<file path="config.mk">
export PLATFORM = sky130hd
export DESIGN_NAME = synaptic_current_accumulator
export DESIGN_NICKNAME = d
export VERILOG_FILES = /design/src/rtl/izh_fixed_pkg.sv /design/src/rtl/event_fifo.sv /design/src/rtl/synaptic_current_accumulator.sv
export SDC_FILE = /design/constraint.sdc
export NUM_CORES = 1
export LEC_CHECK = 0
export ABC_AREA = 0
export CAP_MARGIN = 10
export CORE_MARGIN = 2
export CORE_UTILIZATION = 45
export CTS_CLUSTER_DIAMETER = 40
export DETAILED_ROUTE_END_ITERATION = 10
export GPL_TIMING_DRIVEN = 0
export PLACE_DENSITY = 0.61
export SLEW_MARGIN = 5
export SYNTH_ARGS = -nofsm -noshare
export SYNTH_HDL_FRONTEND = slang
export SYNTH_SLANG_ARGS = --single-unit
</file>
<file path="constraint.sdc">
create_clock -name clk -period 13.6 [get_ports clk]
set_clock_uncertainty 0.05 [all_clocks]
set_input_delay 2.72 -clock clk [delete_from_list [all_inputs] [get_ports clk]]
set_output_delay 2.72 -clock clk [all_outputs]
set_load 0.1 [all_outputs]
</file>
<file path="src/rtl/izh_fixed_pkg.sv">
// Shared 17-bit sign-magnitude fixed-point format (8 fractional bits) used by the
// synaptic accumulator and the Izhikevich neuron stage.
package izh_fixed_pkg;

    localparam int WIDTH = 17;
    localparam int FRAC = 8;
    localparam logic [15:0] MAG_MAX = 16'hFFFF;

    // Regular-spiking neuron constants in the shared sign-magnitude format.
    localparam logic [WIDTH-1:0] IZH_A = 17'h00005;   // 0.02
    localparam logic [WIDTH-1:0] IZH_B = 17'h00033;   // 0.2
    localparam logic [WIDTH-1:0] IZH_C = 17'h14100;   // -65.0
    localparam logic [WIDTH-1:0] IZH_D = 17'h00800;   // 8.0

    typedef enum logic {
        ACCUM = 1'b0,
        DRAIN = 1'b1
    } acc_state_t;

    typedef struct packed {
        logic signed [17:0] value;
        logic clamped;
    } sat_res_t;

    function automatic logic signed [17:0] sm_to_tc(input logic [WIDTH-1:0] sm);
        logic signed [17:0] m;
        m = signed'({2'b00, sm[15:0]});
        return sm[16] ? -m : m;
    endfunction

    // Negative zero never leaves this function: a zero magnitude is always positive.
    function automatic logic [WIDTH-1:0] tc_to_sm(input logic signed [17:0] v);
        logic [15:0] m;
        m = v[17] ? 16'(-v) : v[15:0];
        return (m == 16'd0) ? '0 : {v[17], m};
    endfunction

    function automatic sat_res_t sat_add(input logic signed [17:0] a, input logic signed [17:0] b);
        logic signed [18:0] s;
        sat_res_t r;
        s = 19'(a) + 19'(b);
        if (s > 19'sd65535) begin
            r.value = 18'sd65535;
            r.clamped = 1'b1;
        end else if (s < -19'sd65535) begin
            r.value = -18'sd65535;
            r.clamped = 1'b1;
        end else begin
            r.value = 18'(s);
            r.clamped = 1'b0;
        end
        return r;
    endfunction

endpackage

</file>
<file path="src/rtl/event_fifo.sv">
// Synchronous event FIFO; pointers wrap modulo DEPTH, count is log2(DEPTH)+1 bits.
module event_fifo #(
    parameter int WIDTH = 17,
    parameter int DEPTH = 8
) (
    input  logic                     clk,
    input  logic                     asyn_reset,
    input  logic                     push,
    input  logic                     pop,
    input  logic [WIDTH-1:0]         din,
    output logic [WIDTH-1:0]         dout,
    output logic                     full,
    output logic                     empty,
    output logic [$clog2(DEPTH):0]   count
);

    localparam int AW = $clog2(DEPTH);
    localparam int CW = AW + 1;

    logic [WIDTH-1:0] mem [DEPTH];
    logic [AW-1:0] wr_ptr;
    logic [AW-1:0] rd_ptr;
    logic do_push;
    logic do_pop;

    assign full = (count == CW'(DEPTH));
    assign empty = (count == '0);
    assign do_push = push && !full;
    assign do_pop = pop && !empty;
    assign dout = mem[rd_ptr];

    always_ff @(posedge clk or posedge asyn_reset) begin
        if (asyn_reset) begin
            wr_ptr <= '0;
            rd_ptr <= '0;
            count <= '0;
        end else begin
            if (do_push) wr_ptr <= wr_ptr + AW'(1);
            if (do_pop) rd_ptr <= rd_ptr + AW'(1);
            count <= count + CW'(do_push) - CW'(do_pop);
        end
    end

    always_ff @(posedge clk) begin
        if (do_push) mem[wr_ptr] <= din;
    end

endmodule

</file>
<file path="src/rtl/synaptic_current_accumulator.sv">
// Buffers weighted spike events per timestep, integrates them into a decaying
// synaptic current and publishes it as the neuron stage's sign-magnitude i_in.
//
// state | meaning
// ACCUM | accepting events into the FIFO, acc holds, waiting for step
// DRAIN | popping one event per cycle into acc; publishes and decays when empty
module synaptic_current_accumulator
    import izh_fixed_pkg::*;
#(
    parameter int DEPTH = 8,
    parameter int TAU_SHIFT = 2
) (
    input  logic             clk,
    input  logic             asyn_reset,
    input  logic             ev_valid,
    input  logic [WIDTH-1:0] ev_weight,
    output logic             ev_ready,
    input  logic             step,
    output logic [WIDTH-1:0] i_out,
    output logic             i_valid,
    output logic             busy,
    output logic             sat
);

    localparam int CW = $clog2(DEPTH) + 1;

    acc_state_t state;
    acc_state_t state_next;

    logic [WIDTH-1:0] fifo_dout;
    logic fifo_full;
    logic fifo_empty;
    logic [CW-1:0] fifo_count;
    logic push;
    logic pop;
    logic publish;

    logic signed [17:0] acc;
    logic [WIDTH-1:0] acc_sm;
    logic [15:0] decayed_mag;
    logic signed [17:0] acc_decayed;
    sat_res_t sum;

    event_fifo #(
        .WIDTH(WIDTH),
        .DEPTH(DEPTH)
    ) u_fifo (
        .clk(clk),
        .asyn_reset(asyn_reset),
        .push(push),
        .pop(pop),
        .din(ev_weight),
        .dout(fifo_dout),
        .full(fifo_full),
        .empty(fifo_empty),
        .count(fifo_count)
    );

    always_ff @(posedge clk or posedge asyn_reset) begin
        if (asyn_reset) state <= ACCUM;
        else state <= state_next;
    end

    always_comb begin
        state_next = state;
        case (state)
            ACCUM: if (step) state_next = DRAIN;
            DRAIN: if (fifo_empty) state_next = ACCUM;
            default: state_next = ACCUM;
        endcase
    end

    // Handshake outputs depend only on registered state and FIFO occupancy.
    always_comb begin
        ev_ready = 1'b0;
        busy = 1'b0;
        pop = 1'b0;
        publish = 1'b0;
        case (state)
            ACCUM: ev_ready = !fifo_full;
            DRAIN: begin
                busy = 1'b1;
                pop = (fifo_count != '0);
                publish = fifo_empty;
            end
            default: ;
        endcase
    end

    assign push = ev_valid && ev_ready;

    // Decay works on the magnitude so negative currents shrink toward zero too.
    assign acc_sm = tc_to_sm(acc);
    assign decayed_mag = acc_sm[15:0] - (acc_sm[15:0] >> TAU_SHIFT);
    assign acc_decayed = sm_to_tc({acc_sm[16], decayed_mag});
    assign sum = sat_add(acc, sm_to_tc(fifo_dout));

    always_ff @(posedge clk or posedge asyn_reset) begin
        if (asyn_reset) begin
            acc <= '0;
            i_out <= '0;
            i_valid <= 1'b0;
            sat <= 1'b0;
        end else begin
            i_valid <= publish;
            if (publish) begin
                i_out <= acc_sm;
                acc <= acc_decayed;
            end else if (pop) begin
                acc <= sum.value;
                if (sum.clamped) sat <= 1'b1;
            end
        end
    end

endmodule

</file>
---- After elaboration in Yosys (flattened, before gate mapping) ----
Memory sizes are Yosys's and may differ from the RTL's.
Cells that the tools add are included.
cells by class
  add/subtract/negate cells ............... 9
  $lt $le $gt $ge ......................... 2
  equal/unequal tests ..................... 1
  multiplexer cells ....................... 17
  bitwise gates (word level) .............. 2
  reduce and logical (&&, ||, !) cells .... 10
operator list
  kind                                                              count
  two-way mux 18 bit                                                4
  two-way mux 19 bit                                                2
  negation 16 -> 18 bit                                             2
  adder 18 x 18 -> 19 bit                                           1
  greater-than comparator 19 x 17 -> 1 bit (second input constant)  1
  < comparator 19 x 17 -> 1 bit (second input constant)             1
  two-way mux 17 bit                                                1
  zero test 16 bit                                                  1
  two-way mux 16 bit                                                1
  negation 16 bit                                                   1
  subtractor 16 x 14 -> 16 bit                                      1
  two-way mux 1 bit                                                 8
  adder 3 x 1 -> 3 bit (second input constant)                      2
  adder 4 x 1 -> 4 bit                                              1
  == test 4 bit (second input constant)                             1
  zero test 4 bit                                                   1
  nonzero test 4 bit                                                1
  subtractor 4 x 1 -> 4 bit                                         1
  logical AND 1 bit                                                 3
  AND reduction 3 bit                                               1
  zero test 1 bit                                                   2
  inverter 1 bit                                                    2
  case mux 1 bit (2 select lines)                                   1
  nonzero test 2 bit                                                1
word-level totals
  bits in registers ....................... 48
  RAM bits ................................ 136
  output and inout bits ................... 21
  logic and storage cells ................. 50
  memories kept ........................... 1
memories
  memory      words  width  read ports  clocked after Yosys merged registers in  write ports  line              source
  u_fifo.mem  8      17     1           0                                        1            event_fifo.sv:20  logic [WIDTH-1:0] mem [DEPTH];

---- Longest topological paths before layout ----
Gate-level depths: netlist of run 1.
An unclocked memory read counts as a cell.
  word-level depth ........................ 9
  mapped depth ............................ 21

---- By module ----
Synthesis of run 1 repeated with hierarchy kept, for this count alone.
second synthesis, totals
  cells, all modules ...................... 858
  area total of the unflattened synthesis .. 10637.7 um^2
by module, submodules not included
  module                        instances  cells each  area an instance (um^2)
  event_fifo                    1          256         5796.8
  synaptic_current_accumulator  1          602         4840.9

---- Worst setup path after synthesis of run 1 ----
OpenSTA, ideal clock, no wires.
  path type ............................... register to register
  start ................................... register u_fifo.rd_ptr[0]
  end ..................................... register acc[12]
  arrival time ............................ 5277 ps
  data required time ...................... 13460 ps
  path slack .............................. 8183 ps
  stages on the path, launching flop included .. 21
  cell sequence ........................... dfrtp_1 -> buf_2 -> buf_1 -> buf_2 -> mux4_2 -> mux2i_1 -> nand2_1 -> nor3_1 -> a21oi_1 -> xnor2_1 -> ha_1 -> clkbuf_1 -> and3_1 -> nand2_1 -> or4_1 -> o311a_1 -> or3_1 -> a41oi_1 -> or2_2 -> nand2_1 -> o2111ai_1
between the ends
  word-level cells in the longest chain between the ends .. 9
  elaborated cells on any way between the ends .. 10
  classes of those cells .................. add/sub: 2; order compare: 2; mux: 5; memory: 1
ends and longest elaborated chain
  element                        line                                 source
  start, declared                event_fifo.sv:22                     logic [AW-1:0] rd_ptr;
  start signal, assigned         event_fifo.sv:39                     if (do_pop) rd_ptr <= rd_ptr + AW'(1);
  memory (8 x 17 bit) *          n/a
  negation 16 -> 18 bit          izh_fixed_pkg.sv:28                  return sm[16] ? -m : m;
  two-way mux 18 bit *           izh_fixed_pkg.sv:28
  adder 18 x 18 -> 19 bit *      izh_fixed_pkg.sv:41                  s = 19'(a) + 19'(b);
  < comparator 19 x 17 -> 1 bit  izh_fixed_pkg.sv:45                  end else if (s < -19'sd65535) begin
  two-way mux 19 bit             izh_fixed_pkg.sv:45
  two-way mux 19 bit *           izh_fixed_pkg.sv:42                  if (s > 19'sd65535) begin
  two-way mux 18 bit *           synaptic_current_accumulator.sv:109  end else if (pop) begin
  two-way mux 18 bit *           synaptic_current_accumulator.sv:106  if (publish) begin
  end signal, assigned           synaptic_current_accumulator.sv:108  acc <= acc_decayed;
  end signal, assigned           synaptic_current_accumulator.sv:110  acc <= sum.value;
  end, declared                  synaptic_current_accumulator.sv:38   logic signed [17:0] acc;
Mark *: on every way between the ends. The rest lies on a longest branch, timed or not. The select of a mux whose other input is x is not followed.
A chain may end at the register's enable or synchronous reset.

---- Final worst setup path of run 1 ----
  start ................................... register u_fifo.rd_ptr[0]
  end ..................................... register acc[5]
The elaborated chain is that of the path after synthesis.

==> results of run 1 <==
## worst max-delay path by stage
stage                            startpoint                   to  slack, ns
6_report       u_fifo.rd_ptr[0]$_DFFE_PP0P_   acc[5]$_DFFE_PP0P_       6.58
5_1_grt        u_fifo.rd_ptr[0]$_DFFE_PP0P_   acc[0]$_DFFE_PP0P_       5.75
4_1_cts        u_fifo.rd_ptr[0]$_DFFE_PP0P_   acc[5]$_DFFE_PP0P_       6.55
3_5_place_dp   u_fifo.rd_ptr[0]$_DFFE_PP0P_   acc[5]$_DFFE_PP0P_       6.59
3_3_place_gp   u_fifo.rd_ptr[0]$_DFFE_PP0P_   acc[5]$_DFFE_PP0P_       6.56
2_1_floorplan  u_fifo.rd_ptr[0]$_DFFE_PP0P_  acc[12]$_DFFE_PP0P_       8.18
## state kept, by name, indices dropped and copies added (netlist names)
| name | flops |
|---|---|
| state | 1 |
| i_valid | 1 |
| u_fifo.count | 4 |
| u_fifo.mem | 136 |
| acc | 18 |
| u_fifo.wr_ptr | 3 |
| sat | 1 |
| i_out | 17 |
| u_fifo.rd_ptr | 3 |
## logic make-up after synthesis
group | count (synthesis) | synth area share
and+or+nand+nor | 253 | 0.122
AOI/OAI and AO/OA | 226 | 0.150
DFF | 184 | 0.493
buffers and inverters | 83 | 0.0319
xor gates and xnor gates | 59 | 0.0496
muxes | 59 | 0.0951
adders and majority gates | 48 | 0.0582
## final cells by class
cell class                      count  area [µm²]  share of cell area
Clock inverter                     14         155              0.0126
Timing Repair Buffer               52         578              0.0470
Tap cell                          319         399              0.0325
Sequential cell                   184        5290               0.430
Multi-Input combinational cell    645        5110               0.415
Inverter                           44         165              0.0134
Clock buffer                       18         429              0.0349
Buffer                             39         176              0.0143
## critical path: cells and delay by family, from the launching register on
kind            cells  cell delay [ns]
compound gates      4             1.41
xor+xnor            1             0.20
fa+ha+maj           1             0.31
buf+inv             3             1.21
flops               1             0.34
mux                 2             1.03
simple gates       10             2.33
## metal layers
| layer | routed length, µm | vias up | share of wire |
|---|---|---|---|
| met5 | 0 | - | 0 |
| met1 | 11600 | 3660 | 0.46 |
| li1 | - | 3622 | - |
| met4 | 251 | 0 | 0.010 |
| met3 | 974 | 20 | 0.039 |
| met2 | 12400 | 166 | 0.49 |
## metrics by stage
step	util	hold slack [ns]	area, µm²	setup slack [ns]	cells
2_1_floorplan	-	0.428	10700	8.18	912
3_3_place_gp	0.492	0.400	11500	6.56	1272
3_5_place_dp	0.500	0.406	11700	6.59	1283
4_1_cts	0.525	0.424	12300	6.55	1315
5_1_grt	0.525	0.453	12300	5.75	1315
6_report	0.525	0.417	12300	6.58	1315
## layout by cell type, fill, tap and decap left out, drive strengths merged, types with 25 or more instances in the layout
cell type and n:
clkdlybuf4s50 41, clkbuf 43, ha 45, mux4 34, nand2 75, buf 25, a21oi 49, dfrtp 48
nor2 54, inv 53, xnor2 36, edfxtp 136, o21ai 50
==> impl_metrics.csv, run 1 <==
group,metric,value,unit
yosys,ys_types,81,
timing,timing.final.max_slew_violations,0,
routing,drtPass1Iterations,5,
routing,wl_per_cell,19.2,µm
yosys,syn-mean-instance-area,11.7,µm²
place,gp_congestion,0.856,
timing,rsz0062_at_grt,"no",
yosys,synth_top_area_frac,0.381,
timing,period_share,0.516,
yosys,synth_edf_count,136,
die,coreArea,23400,µm²
clocking,cts.clk_slew.worst_paths,0.08,ns
global_routing,grt_pass1_vias,7061,
global_routing,grt_overflow,0,
global_routing,antenna_found_initial,0,
yosys,ys.flop_type,"edfxtp_1",
global_routing,grtUsageMet3,0.0365,
routing,vias,7468,
setup_path,crit-reg2reg-capture,"acc[5]$_DFFE_PP0P_",
clocking,cts_tree,"yes",
die,pin_count,42,
die,die-area,25100,µm²
clocking,clock_latency,0.44,ns
outcome,status,"finished, final reports clean",
setup_path,critPathLaunchType,"register",
global_routing,grtUsageMet1,0.290,
global_routing,grt_max_degree,26,
routing,vias_per_cell,5.68,
die,initial_core_util,0.458,
clocking,clock_sinks,184,
yosys,synthesis.area,10700,µm²
min_path,min_from,"sat$_DFFE_PP0P_",
yosys,syn_nets,981,
routing,drc,0,
global_routing,grt.busiest_layer,"met2",
timing,finalCriticalPeriod,7.02,ns
setup_path,crit_path_cell_trace,"buf_2 -> buf_1 -> mux4_2 -> mux2i_1 -> nand4_1 -> nor2_1 -> nand2_1 -> nor3_1 -> a21oi_1 -> xnor2_1 -> ha_1 -> clkbuf_1 -> and3_1 -> nand2_1 -> nor3_1 -> o21ai_0 -> a222oi_1 -> nand2_1 -> nand2_1 -> o21ba_2 -> nor3_1",
die,die_y,158,µm
timing,tightest_slew,1.08,ns
setup_path,worst-setup-path-type,"register to register",
clocking,cts_max_path_buffers,2,
setup_path,rrSetupSlack,6.58,ns
routing,postRouteAntennaNets,0,
global_routing,grt_pass1_wl,39.8,mm
yosys,synth_top_area_cell,"edfxtp_1",
setup_path,worst_path_max_delay_cell,"a222oi_1",
global_routing,grtUsageTotal,0.211,
clocking,cts_resized,0,
min_path,hold_end,"sat$_DFFE_PP0P_",
setup_path,worst_path_largest_cell_delay,0.88,ns
yosys,async_flop_share,0.261,
clocking,cts-root-buf,"clkbuf_16",
yosys,synth_commonest_cells,"edfxtp_1 (136), nand2_1 (75), nor2_1 (53)",
clocking,postCtsSetupRepairBufs,0,
yosys,syn_inst,912,
min_path,hold_depth,1,
layout,fin_nets,1052,
timing,setup_viol,0,
setup_path,crit_arrival,7.31,ns
place,hpwlAfterDp,19.0,mm
yosys,synth_warnings,0,
setup_path,worstPathMaxFanout,10,
layout,num-fill-cells,2092,
timing,fmax,0.142,GHz
setup_path,rr_worst_depth,21,
timing,timing_hold_violations_final,0,
yosys,yosys-top-cells-area,"edfxtp_1 (38%), dfrtp_1 (11%), mux4_2 (7.1%), ha_1 (5.3%), xnor2_1 (2.9%)",
routing,drt-initial-drc-count,697,
clocking,numCtsBuffers,17,
clocking,cts_hold_buf,0,
timing,max_slew_margin,0.280,
routing,wirelength,25.2,mm
die,die_w,158,µm
die,num_rows,56,
yosys,ys_seq_elements,184,
place,io_buffers,41,
timing,tns,0,ns
setup_path,critical_path_required,13.89,ns
flow_run,drv_cap,0,
setup_path,endpoint_kind,"register",
layout,diodes,0,
layout,area_growth,14.8,%
min_path,holdCritPathClass,"register to register",
yosys,synth.most_common_cell,"edfxtp_1",
layout,drive_above_1_share,0.126,
clocking,cts-htree-levels,4,
setup_path,path_common_cell,"nand2_1",
global_routing,met2_usage,0.354,
yosys,ys_seq_area_frac,0.493,
setup_path,regToRegStartpoint,"u_fifo.rd_ptr[0]$_DFFE_PP0P_",
Power of run 1 is not shown: default switching activity piles up to over one toggle a cycle in this logic, so the estimate is an artifact.
==> run 2, diff against run 1 <==
PLACE_DENSITY = 0.63   (was 0.61)
clock period = 5.9 ns   (was 13.6 ns; I/O delays follow)
==> impl_metrics.csv, run 2 (same netlist as run 1, synthesis figures left out) <==
group,metric,value,unit
outcome,status,"finished, final reports clean",
setup_path,worst-setup-path-type,"register to register",
flow_run,drv_cap,0,
timing,finalCriticalPeriod,5.73,ns
global_routing,grtUsageMet3,0.0362,
min_path,holdCritPathClass,"register to register",
routing,wl_per_cell,19.4,µm
setup_path,worst_path_max_delay_cell,"dfrtp_1",
place,gp_congestion,0.850,
layout,area_growth,16.5,%
die,die-area,25100,µm²
global_routing,met2_usage,0.352,
setup_path,path_common_cell,"or2_2",
setup_path,crit-reg2reg-capture,"acc[4]$_DFFE_PP0P_",
setup_path,critPathLaunchType,"register",
layout,final_cells,1314,
layout,top_register,"u_fifo.mem",
global_routing,antenna_found_initial,0,
place,io_buffers,41,
timing,max_slew_margin,0.345,
global_routing,grt.busiest_layer,"met2",
setup_path,crit_path_cell_trace,"buf_2 -> clkbuf_2 -> mux4_2 -> mux2i_2 -> inv_1 -> nor3_4 -> a31oi_1 -> xnor2_2 -> ha_2 -> o21ai_0 -> or2_2 -> or4_1 -> o311a_1 -> or3_1 -> a41oi_2 -> or2_2 -> nand2_1 -> o2111ai_1",
clocking,cts_max_path_buffers,2,
die,coreArea,23400,µm²
setup_path,crit_start,"u_fifo.rd_ptr[1]$_DFFE_PP0P_",
routing,drtPass1Iterations,5,
global_routing,grt_pass1_vias,7164,
global_routing,grtUsageTotal,0.213,
setup_path,crit_arrival,6.02,ns
timing,tightest_slew,0.980,ns
global_routing,grt_max_degree,29,
place,hpwlAfterDp,19.2,mm
clocking,cts-htree-levels,4,
routing,vias,7444,
place,dpl-instance-area,11700,µm²
routing,drc,0,
clocking,numCtsBuffers,17,
clocking,cts.clk_slew.worst_paths,0.08,ns
clocking,cts_hold_buf,0,
setup_path,regToRegStartpoint,"u_fifo.rd_ptr[1]$_DFFE_PP0P_",
timing,fmax,0.175,GHz
layout,layout_common_cells,"edfxtp_1 (136), nand2_1 (74), a21oi_1 (49)",
timing,timing_hold_violations_final,0,
global_routing,grt_overflow,0,
layout,largest_reg_flops,136,
die,pin_count,42,
routing,drt-initial-drc-count,535,
setup_path,endpoint_kind,"register",
clocking,clock_sinks,184,
timing,timing.final.max_slew_violations,0,
setup_path,worstPathMaxFanout,10,
timing,period_share,0.971,
layout,diodes,0,
clocking,cts-root-buf,"clkbuf_16",
clocking,cts_tree,"yes",
global_routing,grt_pass1_wl,40.4,mm
layout,reg.largest.list,"u_fifo.mem: 136 flops, acc: 18 flops, i_out: 17 flops",
place,dp.cells,1282,
timing,setup_viol,0,
routing,wirelength,25.5,mm
setup_path,worst_path_largest_cell_delay,0.59,ns
setup_path,critical_path_required,6.19,ns
layout,final_common_cell,"edfxtp_1",
setup_path,rrSetupSlack,0.17,ns
die,die_w,158,µm
setup_path,rr_worst_depth,18,
routing,vias_per_cell,5.67,
die,die_y,158,µm
die,num_rows,56,
setup_path,crit_end,"acc[4]$_DFFE_PP0P_",
die,initial_core_util,0.458,
global_routing,grtUsageMet1,0.299,
clocking,clock_latency,0.44,ns
routing,postRouteAntennaNets,0,
layout,final_area,12500,µm²
layout,fin_nets,1051,
layout,drive_above_1_share,0.157,
[run 2: cell count changes in the layout (fill, tap and decap cells not counted), moves of 4 or more]
cell	change
clkbuf_2	+5
inv_6	+4
buf_4	+8
xnor2_2	+4
inv_8	-6
xnor2_1	-4
buf_1	-4
mux2i_2	+4
clkbuf_1	-8
mux2i_1	-6
[run 2: worst max-delay path: cells and delay by family (launching register included)]
| family | cells | cell delay, ns |
|---|---|---|
| AND/OR/NAND/NOR | 6 | 1.79 |
| AO/OA/AOI/OAI | 5 | 0.97 |
| buffers and inverters | 3 | 0.90 |
| multiplexers | 2 | 0.67 |
| flip-flops | 1 | 0.59 |
| adder cells (fa/ha/maj) | 1 | 0.43 |
| XOR/XNOR | 1 | 0.24 |
[run 2: final cells by class]
cell class              count  area, µm²
clock inverters            15        189
clock buffers              17        425
inverters                  44        165
fillers                  2038      10900
well taps                 319        399
plain buffers              37        194
multi-input cells         645       5240
flip-flops and latches    184       5290
repair buffers             53        578
[run 2: what timing repair did]
action,4_1_cts,5_1_grt
setup buffers,2,0
endpoints found under the setup margin,19,15
pin swaps,1,0
cloned,0,0
resized for setup,24,24
[run 2: worst min-delay path by stage]
| stage | start | to | slack, ns | depth (start not counted) |
|---|---|---|---|---|
| final | i_out[2]$_DFFE_PP0P_ | i_out[2]$_DFFE_PP0P_ | 0.43 | 2 |
| after global routing | sat$_DFFE_PP0P_ | sat$_DFFE_PP0P_ | 0.46 | 1 |
| after CTS | i_out[2]$_DFFE_PP0P_ | i_out[2]$_DFFE_PP0P_ | 0.43 | 2 |
| after detailed placement | i_out[2]$_DFFE_PP0P_ | i_out[2]$_DFFE_PP0P_ | 0.41 | 2 |
| after global placement | sat$_DFFE_PP0P_ | sat$_DFFE_PP0P_ | 0.41 | 1 |
| after floorplan | acc[16]$_DFFE_PP0P_ | acc[16]$_DFFE_PP0P_ | 0.43 | 1 |
[run 2: stage by stage]
| stage | setup WS, ns | utilization | hold WS (ns) | TNS [ns] |
|---|---|---|---|---|
| 4_1_cts | 0.0535 | 0.529 | 0.433 | 0 |
| 3_3_place_gp | -1.30 | 0.492 | 0.412 | -18.35 |
| 6_report | 0.170 | 0.533 | 0.429 | 0 |
| 3_5_place_dp | -1.32 | 0.500 | 0.414 | -18.86 |
| 5_1_grt | -0.00359 | 0.533 | 0.461 | -0.00359 |
| 2_1_floorplan | 0.483 | - | 0.428 | 0 |
[run 2: routing by layer]
layer | wire length (µm) | part of all wire | vias up
li1 | - | - | 3619
met1 | 11700 | 0.46 | 3653
met2 | 12500 | 0.49 | 150
met3 | 1040 | 0.041 | 22
met4 | 233 | 0.0091 | 0
met5 | 0 | 0 | -
Power of run 2 is left out for the same reason.
==> run 3, diff against run 2 <==
CORE_ASPECT_RATIO = 0.6   (was default)
==> impl_metrics.csv, run 3 (same netlist as run 1, synthesis figures left out) <==
group,metric,value,unit
outcome,status,"finished, final reports clean",
global_routing,grt_max_degree,34,
layout,final_common_cell,"edfxtp_1",
routing,postRouteAntennaNets,0,
timing,tightest_slew,0.998,ns
die,num_rows,43,
layout,drive_above_1_share,0.154,
global_routing,grtUsageTotal,0.221,
die,die_w,203,µm
clocking,cts-htree-levels,4,
place,gp_congestion,0.880,
setup_path,worst_path_largest_cell_delay,0.60,ns
die,pin_count,42,
clocking,cts.clk_slew.worst_paths,0.08,ns
routing,drc,0,
setup_path,worst-setup-path-type,"register to register",
place,pre_cts_slack,-1.42,ns
timing,setup_viol,0,
layout,regArea,5290,µm²
die,die-area,25100,µm²
global_routing,grt_overflow,0,
layout,area_growth,16.5,%
routing,vias,7725,
setup_path,endpoint_kind,"register",
timing,fmax,0.178,GHz
clocking,cts_hold_buf,0,
routing,wl_per_cell,20.6,µm
routing,drt-initial-drc-count,799,
timing,period_share,0.952,
layout,reg.largest.list,"u_fifo.mem: 136 flops, acc: 18 flops, i_out: 17 flops",
clocking,clock_sinks,184,
setup_path,crit_path_cell_trace,"buf_2 -> clkbuf_2 -> mux4_2 -> mux2i_1 -> inv_1 -> nor3_2 -> a21oi_1 -> xnor2_1 -> ha_1 -> o21ai_0 -> or2_2 -> or4_1 -> o311a_1 -> or3_1 -> a41oi_2 -> or2_4 -> nand2_2 -> o2111ai_1",
timing,tns,0,ns
timing,layout_setup_ws,0.283,ns
place,dpl-instance-area,11700,µm²
flow_run,drv_cap,0,
setup_path,worstPathMaxFanout,10,
setup_path,critPathLaunchType,"register",
place,hpwlAfterDp,20.2,mm
layout,diodes,0,
global_routing,grt_pass1_wl,41.5,mm
setup_path,critical_path_required,6.20,ns
global_routing,grt_pass1_vias,7040,
layout,top_register,"u_fifo.mem",
setup_path,worst_path_max_delay_cell,"dfrtp_1",
layout,multi_input_area,5210,µm²
layout,num-fill-cells,1979,
layout,largest_reg_flops,136,
timing,timing.final.max_slew_violations,0,
place,io_buffers,41,
die,die_y,124,µm
layout,fin_nets,1052,
timing,max_slew_margin,0.333,
routing,vias_per_cell,5.89,
clocking,numCtsBuffers,17,
timing,finalCriticalPeriod,5.62,ns
die,coreArea,23200,µm²
routing,wirelength,27.0,mm
layout,final_area,12500,µm²
die,initial_core_util,0.461,
clocking,cts_max_path_buffers,2,
timing,timing_hold_violations_final,0,
layout,layout_common_cells,"edfxtp_1 (136), nand2_1 (74), a21oi_1 (48), dfrtp_1 (48), nor2_1 (47)",
min_path,holdCritPathClass,"register to register",
timing,timing.hold.ws,0.422,ns
setup_path,crit_arrival,5.92,ns
clocking,cts_tree,"yes",
routing,drtPass1Iterations,5,
global_routing,antenna_found_initial,0,
clocking,cts-root-buf,"clkbuf_16",
clocking,clock_latency,0.45,ns
[run 3: cell types whose count changed in the layout (fill, tap and decap cells not counted), sizes merged]
| cell | previous run | this run |
|---|---|---|
| clkinvlp | 0 | 2 |
| buf | 26 | 27 |
| clkinv | 6 | 4 |
[run 3: worst max-delay path: cells and delay by family (launching register included)]
kind | cells | cell delay [ns]
multiplexers | 2 | 0.59
AND/OR/NAND/NOR | 6 | 1.84
buffers and inverters | 3 | 0.88
flip-flops | 1 | 0.60
AO/OA/AOI/OAI | 5 | 1.00
adder cells (fa/ha/maj) | 1 | 0.42
XOR/XNOR | 1 | 0.14
[run 3: final timing paths]
path                            cells after the start  slack, ns                    to                          from
worst max-delay path                               18       0.28   acc[12]$_DFFE_PP0P_  u_fifo.rd_ptr[1]$_DFFE_PP0P_
worst min-delay path                                1       0.42       sat$_DFFE_PP0P_               sat$_DFFE_PP0P_
worst max register to register                     18       0.28   acc[12]$_DFFE_PP0P_  u_fifo.rd_ptr[1]$_DFFE_PP0P_
worst min register to register                      1       0.42       sat$_DFFE_PP0P_               sat$_DFFE_PP0P_
max in group asynchronous                           3       4.27   acc[16]$_DFFE_PP0P_                    asyn_reset
min in group asynchronous                           2       0.99  i_out[6]$_DFFE_PP0P_                    asyn_reset
[run 3: through the flow]
stage,instances,utilization
after global placement,1268,0.495
after CTS,1312,0.535
final,1311,0.537
after global routing,1311,0.537
after floorplan,912,-
after detailed placement,1279,0.505
[run 3: final cells by class]
type,instances,area share
sequential,184,0.424
multi-input combinational,645,0.417
timing repair buffer,54,0.0505
clock buffer,17,0.0341
tap,315,0.0316
buffer,37,0.0159
clock inverter,15,0.0135
inverter,44,0.0132
[run 3: repair_timing]
action / in CTS / in global routing
buffers inserted: 2 / 0
pin swaps: 1 / 1
setup endpoints to repair: 19 / 15
resized for setup: 25 / 21
[run 3: per-layer routing]
layer,track usage,vias up,part of all wire
li1,-,3636,-
met3,0.0459,16,0.074
met4,0.0433,0,0.0060
met5,0,-,0
met1,0.371,3815,0.54
met2,0.282,258,0.38
Power of run 3 is left out for the same reason.
